## src/rtl/maze_pkg.sv

```systemverilog
// Shared types and constants for the maze navigator.
// Holds the grid size, the planner's "unreachable" distance code, the move
// direction encoding, the run status codes and the navigator state encoding.
package maze_pkg;

    localparam int unsigned GRID_W   = 10;
    localparam int unsigned GRID_H   = 10;
    localparam logic [3:0]  MAX_X    = 4'(GRID_W - 1);
    localparam logic [3:0]  MAX_Y    = 4'(GRID_H - 1);
    localparam logic [6:0]  DIST_INF = 7'h7F;

    typedef enum logic [1:0] {
        DirN = 2'b00,
        DirE = 2'b01,
        DirS = 2'b10,
        DirW = 2'b11
    } dir_t;

    typedef enum logic [1:0] {
        StatArrived      = 2'b00,
        StatNopath       = 2'b01,
        StatLimit        = 2'b10,
        StatTimeoutAbort = 2'b11
    } nav_status_t;

    typedef enum logic [2:0] {
        StIdle,
        StLaunch,
        StWait,
        StDecide,
        StMove,
        StFinish
    } nav_state_t;

endpackage

```

## src/rtl/maze_coord_step.sv

```systemverilog
// Combinational single-cell step on the 10x10 grid.
// Ports:
//   x, y      current cell
//   dir       direction to step (N = y-1, E = x+1, S = y+1, W = x-1)
//   next_x/y  neighbouring cell in that direction
//   off_grid  the step (or the current cell itself) lies outside 0..9
module maze_coord_step
    import maze_pkg::*;
(
    input  logic [3:0] x,
    input  logic [3:0] y,
    input  logic [1:0] dir,
    output logic [3:0] next_x,
    output logic [3:0] next_y,
    output logic       off_grid
);

    always_comb begin
        next_x   = x;
        next_y   = y;
        off_grid = (x > MAX_X) || (y > MAX_Y);
        unique case (dir_t'(dir))
            DirN: begin
                next_y   = y - 4'd1;
                off_grid = off_grid || (y == 4'd0);
            end
            DirE: begin
                next_x   = x + 4'd1;
                off_grid = off_grid || (x >= MAX_X);
            end
            DirS: begin
                next_y   = y + 4'd1;
                off_grid = off_grid || (y >= MAX_Y);
            end
            DirW: begin
                next_x   = x - 4'd1;
                off_grid = off_grid || (x == 4'd0);
            end
        endcase
    end

endmodule

```

## src/rtl/maze_nav_controller.sv

```systemverilog
// Closed-loop navigator around the BFS wavefront planner.
// Each step: launch the planner, wait for its done pulse, turn the returned
// direction into one move request, and after the motion stage accepts it
// update the position and replan.
// Ports:
//   clk, rstn                       clock, synchronous active-low reset
//   go, abort                       run start pulse, run abort level
//   start_x/y, goal_x/y             run coordinates, sampled on go
//   bfs_start, bfs_goal_x/y         planner launch pulse and latched goal
//   curr_x/y                        robot position (also feeds the planner)
//   bfs_done, bfs_dist_curr,
//   bfs_next_dir, bfs_next_valid    planner results
//   move_valid, move_dir, move_ready  move handshake to the motion stage
//   busy, done, status, step_count  run progress and result
module maze_nav_controller
    import maze_pkg::*;
#(
    parameter int unsigned MAX_STEPS   = 200,
    parameter int unsigned BFS_TIMEOUT = 16383
) (
    input  logic       clk,
    input  logic       rstn,
    input  logic       go,
    input  logic       abort,
    input  logic [3:0] start_x,
    input  logic [3:0] start_y,
    input  logic [3:0] goal_x,
    input  logic [3:0] goal_y,
    output logic       bfs_start,
    output logic [3:0] bfs_goal_x,
    output logic [3:0] bfs_goal_y,
    output logic [3:0] curr_x,
    output logic [3:0] curr_y,
    input  logic       bfs_done,
    input  logic [6:0] bfs_dist_curr,
    input  logic [1:0] bfs_next_dir,
    input  logic       bfs_next_valid,
    output logic       move_valid,
    output logic [1:0] move_dir,
    input  logic       move_ready,
    output logic       busy,
    output logic       done,
    output logic [1:0] status,
    output logic [7:0] step_count
);

    localparam int unsigned TmoW   = $clog2(BFS_TIMEOUT + 1);
    localparam logic [TmoW-1:0] TmoMax = TmoW'(BFS_TIMEOUT);

    nav_state_t  state_q, state_d;
    nav_status_t status_q, status_d;
    logic [3:0]  curr_x_q, curr_x_d, curr_y_q, curr_y_d;
    logic [3:0]  goal_x_q, goal_x_d, goal_y_q, goal_y_d;
    logic [7:0]  step_q, step_d;
    logic [TmoW-1:0] tmo_q, tmo_d;
    logic [6:0]  plan_dist_q, plan_dist_d;
    logic [1:0]  plan_dir_q, plan_dir_d;
    logic        plan_valid_q, plan_valid_d;
    logic        move_valid_q, move_valid_d;
    logic [1:0]  move_dir_q, move_dir_d;
    logic        bfs_start_q, bfs_start_d;
    logic        busy_q, busy_d;
    logic        done_q, done_d;

    logic [3:0]  step_x, step_y;
    logic        step_off;
    logic        abort_hit;

    // One stepper serves both the DECIDE guard and the MOVE update; the
    // direction it sees is the registered planner answer in both states.
    maze_coord_step u_step (
        .x        (curr_x_q),
        .y        (curr_y_q),
        .dir      (plan_dir_q),
        .next_x   (step_x),
        .next_y   (step_y),
        .off_grid (step_off)
    );

    assign abort_hit = abort && (state_q != StIdle) && (state_q != StFinish);

    always_comb begin
        state_d      = state_q;
        status_d     = status_q;
        curr_x_d     = curr_x_q;
        curr_y_d     = curr_y_q;
        goal_x_d     = goal_x_q;
        goal_y_d     = goal_y_q;
        step_d       = step_q;
        tmo_d        = tmo_q;
        plan_dist_d  = plan_dist_q;
        plan_dir_d   = plan_dir_q;
        plan_valid_d = plan_valid_q;
        move_valid_d = move_valid_q;
        move_dir_d   = move_dir_q;
        bfs_start_d  = 1'b0;
        busy_d       = busy_q;
        done_d       = 1'b0;

        unique case (state_q)
            StIdle: begin
                if (go) begin
                    curr_x_d = start_x;
                    curr_y_d = start_y;
                    goal_x_d = goal_x;
                    goal_y_d = goal_y;
                    step_d   = 8'd0;
                    busy_d   = 1'b1;
                    if ((start_x > MAX_X) || (start_y > MAX_Y) ||
                        (goal_x > MAX_X) || (goal_y > MAX_Y)) begin
                        status_d = StatNopath;
                        state_d  = StFinish;
                    end else begin
                        state_d = StLaunch;
                    end
                end
            end
            StLaunch: begin
                if ((curr_x_q == goal_x_q) && (curr_y_q == goal_y_q)) begin
                    status_d = StatArrived;
                    state_d  = StFinish;
                end else if (32'(step_q) == MAX_STEPS) begin
                    status_d = StatLimit;
                    state_d  = StFinish;
                end else begin
                    bfs_start_d = 1'b1;
                    tmo_d       = '0;
                    state_d     = StWait;
                end
            end
            StWait: begin
                tmo_d = tmo_q + 1'b1;
                // A done on the expiry cycle still counts as done.
                if (bfs_done) begin
                    plan_dist_d  = bfs_dist_curr;
                    plan_dir_d   = bfs_next_dir;
                    plan_valid_d = bfs_next_valid;
                    state_d      = StDecide;
                end else if (tmo_d == TmoMax) begin
                    status_d = StatTimeoutAbort;
                    state_d  = StFinish;
                end
            end
            StDecide: begin
                if ((plan_dist_q == DIST_INF) || !plan_valid_q || step_off) begin
                    status_d = StatNopath;
                    state_d  = StFinish;
                end else begin
                    move_dir_d   = plan_dir_q;
                    move_valid_d = 1'b1;
                    state_d      = StMove;
                end
            end
            StMove: begin
                if (move_valid_q && move_ready) begin
                    move_valid_d = 1'b0;
                    curr_x_d     = step_x;
                    curr_y_d     = step_y;
                    step_d       = (step_q == 8'hFF) ? step_q : step_q + 8'd1;
                    state_d      = StLaunch;
                end
            end
            StFinish: begin
                done_d  = 1'b1;
                busy_d  = 1'b0;
                state_d = StIdle;
            end
            default: state_d = StIdle;
        endcase

        // Abort overrides whatever the active state decided, including a
        // move handshake in the same cycle.
        if (abort_hit) begin
            state_d      = StFinish;
            status_d     = StatTimeoutAbort;
            move_valid_d = 1'b0;
            bfs_start_d  = 1'b0;
            curr_x_d     = curr_x_q;
            curr_y_d     = curr_y_q;
            step_d       = step_q;
        end
    end

    always_ff @(posedge clk) begin
        if (!rstn) begin
            state_q      <= StIdle;
            status_q     <= StatArrived;
            curr_x_q     <= '0;
            curr_y_q     <= '0;
            goal_x_q     <= '0;
            goal_y_q     <= '0;
            step_q       <= '0;
            tmo_q        <= '0;
            plan_dist_q  <= '0;
            plan_dir_q   <= '0;
            plan_valid_q <= 1'b0;
            move_valid_q <= 1'b0;
            move_dir_q   <= '0;
            bfs_start_q  <= 1'b0;
            busy_q       <= 1'b0;
            done_q       <= 1'b0;
        end else begin
            state_q      <= state_d;
            status_q     <= status_d;
            curr_x_q     <= curr_x_d;
            curr_y_q     <= curr_y_d;
            goal_x_q     <= goal_x_d;
            goal_y_q     <= goal_y_d;
            step_q       <= step_d;
            tmo_q        <= tmo_d;
            plan_dist_q  <= plan_dist_d;
            plan_dir_q   <= plan_dir_d;
            plan_valid_q <= plan_valid_d;
            move_valid_q <= move_valid_d;
            move_dir_q   <= move_dir_d;
            bfs_start_q  <= bfs_start_d;
            busy_q       <= busy_d;
            done_q       <= done_d;
        end
    end

    assign bfs_start  = bfs_start_q;
    assign bfs_goal_x = goal_x_q;
    assign bfs_goal_y = goal_y_q;
    assign curr_x     = curr_x_q;
    assign curr_y     = curr_y_q;
    assign move_valid = move_valid_q;
    assign move_dir   = move_dir_q;
    assign busy       = busy_q;
    assign done       = done_q;
    assign status     = status_q;
    assign step_count = step_q;

endmodule

```

## config.mk

```make
export PLATFORM = sky130hd
export DESIGN_NAME = maze_nav_controller
export DESIGN_NICKNAME = d
export VERILOG_FILES = /design/src/rtl/maze_pkg.sv /design/src/rtl/maze_coord_step.sv /design/src/rtl/maze_nav_controller.sv
export SDC_FILE = /design/constraint.sdc
export NUM_CORES = 1
export LEC_CHECK = 0
export CAP_MARGIN = 20
export CORE_UTILIZATION = 36
export DETAILED_ROUTE_END_ITERATION = 8
export HOLD_SLACK_MARGIN = 0.02
export SYNTH_ARGS = -nofsm -noshare
export SYNTH_HDL_FRONTEND = slang
export SYNTH_SLANG_ARGS = --single-unit
```

## constraint.sdc

```tcl
create_clock -name clk -period 3.7 [get_ports clk]
set_input_delay 0.74 -clock clk [delete_from_list [all_inputs] [get_ports clk]]
set_output_delay 0.74 -clock clk [all_outputs]
set_load 0.03 [all_outputs]
```

# == Yosys cells after proc, flatten, opt, wreduce, memory -nomap -nowiden ==
# Index checks and enable logic that the tools add are counted.
# op_classes
addsub,6
magnitude_cmp,8
n_eq_ne,32
muxes,42
bitwise_logic,4
reduce_logical,39
# ops
op,count
$pmux W4 S2,4
$mux W14,2
$pmux W14 S2,1
$gt A4 B4 Y1 const B,6
$mux W3,8
$mux W8,3
$ne A3 B3 Y1 const B,8
$eq A8 B8 Y1 const B,2
$mux W2,8
$mux W4,4
$pmux W8 S2,1
$pmux W3 S5,1
$reduce_and A5 Y1,3
$add A14 B1 Y14 const B,1
$eq A14 B14 Y1 const B,1
$ne A2 B2 Y1 const B,6
$reduce_and A3 Y1,4
$logic_or A1 B1 Y1,10
$add A4 B1 Y4 const B,2
$add A8 B1 Y8 const B,1
$eq A4 B4 Y1,2
$ge A4 B4 Y1 const B,2
$logic_not A4 Y1,2
$ne A4 B4 Y1 const B,2
24 further kinds,47
# totals
ff_bits,59
input_bits,32

# == Longest topological paths before layout ==
# logic_depth
depth_word,8
depth_mapped,9
depth_no_buf,9

# == Hierarchy ==
# From an unflattened synthesis, not the netlist that was laid out.
# unflattened
hier_cells,468
area_unflattened_um2,3564.7
# modules_own_cells
module,instances,cells_each,area_each_um2
maze_nav_controller,1,409,3125.5
maze_coord_step,1,59,439.2

# == Worst setup path after synthesis ==
# OpenSTA, ideal clock, no wires.
# synth_path
path_type,reg2reg
start,reg tmo_q[0]
end,reg status_q[1] (netlist: status[1])
t_arrival_ns,2.116
required_ns,3.614
slack_ns,1.498
stages_incl_launch_ff,8
path_cell_list,dfxtp_1 -> ha_1 -> nand3_2 -> or4_4 -> xor2_1 -> nor4_4 -> o221ai_2 -> a221oi_2
# synth_between
elab_chain_len,4
# synth_rtl
element,line,rtl
"start, declared",maze_nav_controller.sv:55,"logic [TmoW-1:0] tmo_q, tmo_d;"
"start signal, assigned",maze_nav_controller.sv:210,tmo_q <= tmo_d;
$add A14 B1 Y14,maze_nav_controller.sv:132,tmo_d = tmo_q + 1'b1;
$eq A14 B14 Y1,maze_nav_controller.sv:139,end else if (tmo_d == TmoMax) begin
$ne A3 B3 Y1 (no source line),-,
$reduce_and A7 Y1 (no source line),-,
"end signal, assigned",maze_nav_controller.sv:187,status_q <= StatArrived;
"end signal, assigned",maze_nav_controller.sv:204,status_q <= status_d;
"end, declared",maze_nav_controller.sv:51,"nav_status_t status_q, status_d;"
# Every way passes these cells.
# A chain may end at the register's enable or synchronous reset.

# == Worst setup path in the final report ==
# layout_path
start,reg state_q[2]
end,reg curr_y_q[3] (netlist: curr_y[3])
# layout_between
elab_chain_len,5
word_cells_on_any_way,13
classes_between,5 x eq/ne; 1 x mux; 1 x bitwise; 6 x reduce/logical
# layout_rtl
element,line,rtl
"start, declared",maze_nav_controller.sv:50,"nav_state_t state_q, state_d;"
"start signal, assigned",maze_nav_controller.sv:186,state_q <= StIdle;
"start signal, assigned",maze_nav_controller.sv:203,state_q <= state_d;
branches (longest 5 deep; another with $reduce_and A5 Y1),-,
"end signal, assigned",maze_nav_controller.sv:206,curr_y_q <= curr_y_d;
"end, declared",maze_nav_controller.sv:52,"logic [3:0] curr_x_q, curr_x_d, curr_y_q, curr_y_d;"
# Several ways; the timed one is not identified.

==> results_dict.tcl <==
set metrics [dict create \
    outcome "finished with violations" \
    violations "DRC" \
    grt_util_met2_pct 29.5 \
    fin_setup_tns_ns 0 \
    io_pins 64 \
    fp.coreArea_um2 8810 \
    yosysTopAreaCellShare_pct 35.9 \
    setup.worst_path.start "state_q[2]" \
    ff_latch_area_um2 1180 \
    synthMuxAreaShare_pct 1.22 \
    avgViaCountPerCell 5.46 \
    synth_top_family_by_area "simple AND/OR/NAND/NOR gates" \
    maxSlewViolCount 0 \
    syn_area_um2 3290 \
    fmax_mhz 392 \
    grt_pass1_wl_mm 14.7 \
    start_util_pct 37.4 \
    cts-resized-gates 0 \
    postLayoutCoreUtil_pct 47.1 \
    htreeDepth 3 \
    die_area_um2 9530 \
    cp-start-kind "register" \
    grtUsageMet3_pct 3.09 \
    rsz0062_at_grt "false" \
    synth_nets 461 \
    finalCritPeriodShare_pct 68.9 \
    nets 521 \
    die_y_um 97.6 \
    hold_buffers 0 \
    yosys.area.top_type "dfxtp_1" \
    synthTopCellsByArea "dfxtp_1 (36%), nand2_1 (7.9%), a21oi_1 (6.2%)" \
    portBuffers 63 \
    clock-sinks 59 \
    synth.distinct_cells 58 \
    synth-simple-area-share_pct 24.7 \
    hp-start "plan_dist_q[3]" \
    hpwl_mm 6.29 \
    ys_seq_area_share_pct 35.9 \
    avgSynthCellArea_um2 7.85 \
    grt_pass1_vias 3005 \
    power_density_nw_per_um2 606 \
    cap_violations 0 \
    grt_overflow 0 \
    grt_util_all_layers_pct 19.4 \
    multi_input_area_um2 1930 \
    cts_made_buffers 9 \
    ant_nets 0 \
    fin_worst_skew_ns 0.0104 \
    place.gp.congestion 0.822 \
    routedWlPerCell_um 14.8 \
    insertion_delay_ns 0.35 \
    p_leak_nw 1.50 \
    drtIter0Drc 217 \
    synth_fa_ha_area_share_pct 4.26 \
    cts_tree "built" \
    syn_to_final_growth_pct 26.0 \
    routed_wl_mm 8.75 \
    slowest_stage "dfxtp_1" \
    crit_arrival_ns 2.76 \
    crit_fanout 19 \
    syn_inst 419 \
    cp-end-kind "register" \
    drive_gt1_share_pct 7.23 \
    period_needed_ns 2.55 \
    synth-xor-area-share_pct 5.32 \
    hold_viol 0 \
    die_w_um 97.6 \
    fillerInstances 870 \
    synth_seq_cells 59 \
    top_usage_layer "met2" \
    crit_type "register to register" \
    cp.required_ns 3.91 \
    gr-usage-met1_pct 27.2 \
    synth_edf_count 0 \
    drc 4 \
    postSynth.asyncResetShare_pct 0 \
    max_slew_margin_pct 49.4 \
    diodes 0 \
    setup_viol 0 \
    cp_num_buf_inv 0 \
    min_path_type "register to register" \
    path_cells "nor2b_1, o31a_2, a211oi_2, a21boi_0, a2bb2oi_1, nor2_1" \
    grt_max_degree 21 \
    critical_path.max_stage_delay_ns 0.72 \
    rows 34 \
    cts_root_buf "clkbuf_8" \
    antenna_found_initial 0 \
    rr_startpoint "state_q[2]" \
    crit_family "compound AO/OA/AOI/OAI gates" \
    drt_pass1_iterations 6 \
    post_cts_buffers 0 \
    synth_compound_area_share_pct 23.0 \
    clockBufferDepth 2 \
    ir_drop_mv 0.272 \
    yosysWarnings 0 \
    clk_pin_slew_ns 0.07 \
    ys.flop_type "dfxtp_1" \
    worst_slew_pin_slew_ns 0.752 \
    vias 3233 \
]
state kept, by name, indices dropped and copies added, names as in the netlist:
signal        flops
busy              1
bfs_goal_x        4
plan_dir_q        2
plan_valid_q      1
bfs_goal_y        4
curr_y            4
plan_dist_q       7
status            2
step_count        8
curr_x            4
done              1
move_dir          2
state_q           3
bfs_start         1
move_valid        1
tmo_q            14
cell families (layout without fill, tap and decap cells):
logic type	Yosys count	in the layout
AO/OA/AOI/OAI	119	119
XOR/XNOR	20	20
adder cells (fa/ha/maj)	10	10
buffers and inverters	37	102
flip-flops	59	59
multiplexers	4	4
AND/OR/NAND/NOR	170	170
Yosys cell counts, types with 5 or more instances:
cell type / number
nand2_1: 69
dfxtp_1: 59
nor2_1: 45
a21oi_1: 41
o21ai_0: 26
inv_1: 19
xor2_1: 15
a31oi_1: 13
clkbuf_1: 10
ha_1: 8
nand4_1: 8
nand3_1: 7
nor4_1: 7
nor3_1: 6
nor2b_1: 5
o31ai_1: 5
xnor2_1: 5
metrics by stage:
| step | worst slack, ns | std cells | area (um2) | hold WS (ns) | total power, W |
|---|---|---|---|---|---|
| 2_1_floorplan | 1.50 | 419 | 3290 | 0.432 | 0.00165 |
| 3_3_place_gp | 0.852 | 576 | 3980 | 0.445 | 0.00198 |
| 3_5_place_dp | 0.837 | 576 | 3980 | 0.444 | 0.00199 |
| 4_1_cts | 1.18 | 592 | 4150 | 0.453 | 0.00252 |
| 5_1_grt | 0.981 | 592 | 4150 | 0.482 | 0.00269 |
| 6_report | 1.15 | 592 | 4150 | 0.454 | 0.00251 |
final cells by class:
class	instances	share of cell area (%)
Timing Repair Buffer	67	15.9
Multi-Input combinational cell	323	46.5
Clock buffer	11	3.41
Clock inverter	5	0.694
Sequential cell	59	28.5
Tap cell	108	3.26
Inverter	19	1.72
layer usage:
layer	vias up	wire (um)
met5	-	0
met4	0	125
met3	8	402
met2	81	3780
met1	1536	4440
li1	1608	-
layout by cell type (no fill, tap or decap), types with 5 or more instances in the layout:
master,Yosys,final
nand2_1,69,69
clkdlybuf4s50_1,0,63
dfxtp_1,59,59
nor2_1,45,45
a21oi_1,41,41
o21ai_0,26,26
inv_1,19,19
xor2_1,15,15
a31oi_1,13,13
clkbuf_8,3,10
nand4_1,8,8
ha_1,8,8
nand3_1,7,7
nor4_1,7,7
nor3_1,6,6
nor2b_1,5,5
xnor2_1,5,5
o31ai_1,5,5
where the power goes:
part | total (W) | internal (W) | switching (W)
Sequential | 0.000878 | 0.000722 | 0.000156
Clock | 0.000526 | 0.000258 | 0.000268
Combinational | 0.00111 | 0.000440 | 0.000667
Total | 0.00251 | 0.00142 | 0.00109
worst reg2reg max path: stages (launching register included):
cell and delay (ns):
dfxtp_1 0.72, nor2b_1 0.23, o31a_2 0.46, a211oi_2 0.50, a21boi_0 0.27, a2bb2oi_1 0.17, nor2_1 0.06
final timing paths:
kind | end | slack [ns] | depth (start not counted)
min reg2reg | plan_dist_q[3] | 0.45 | 2
max | curr_y[3] | 1.15 | 6
min | plan_dist_q[3] | 0.45 | 2
max reg2reg | curr_y[3] | 1.15 | 6
(Power assumes the default switching activity.)
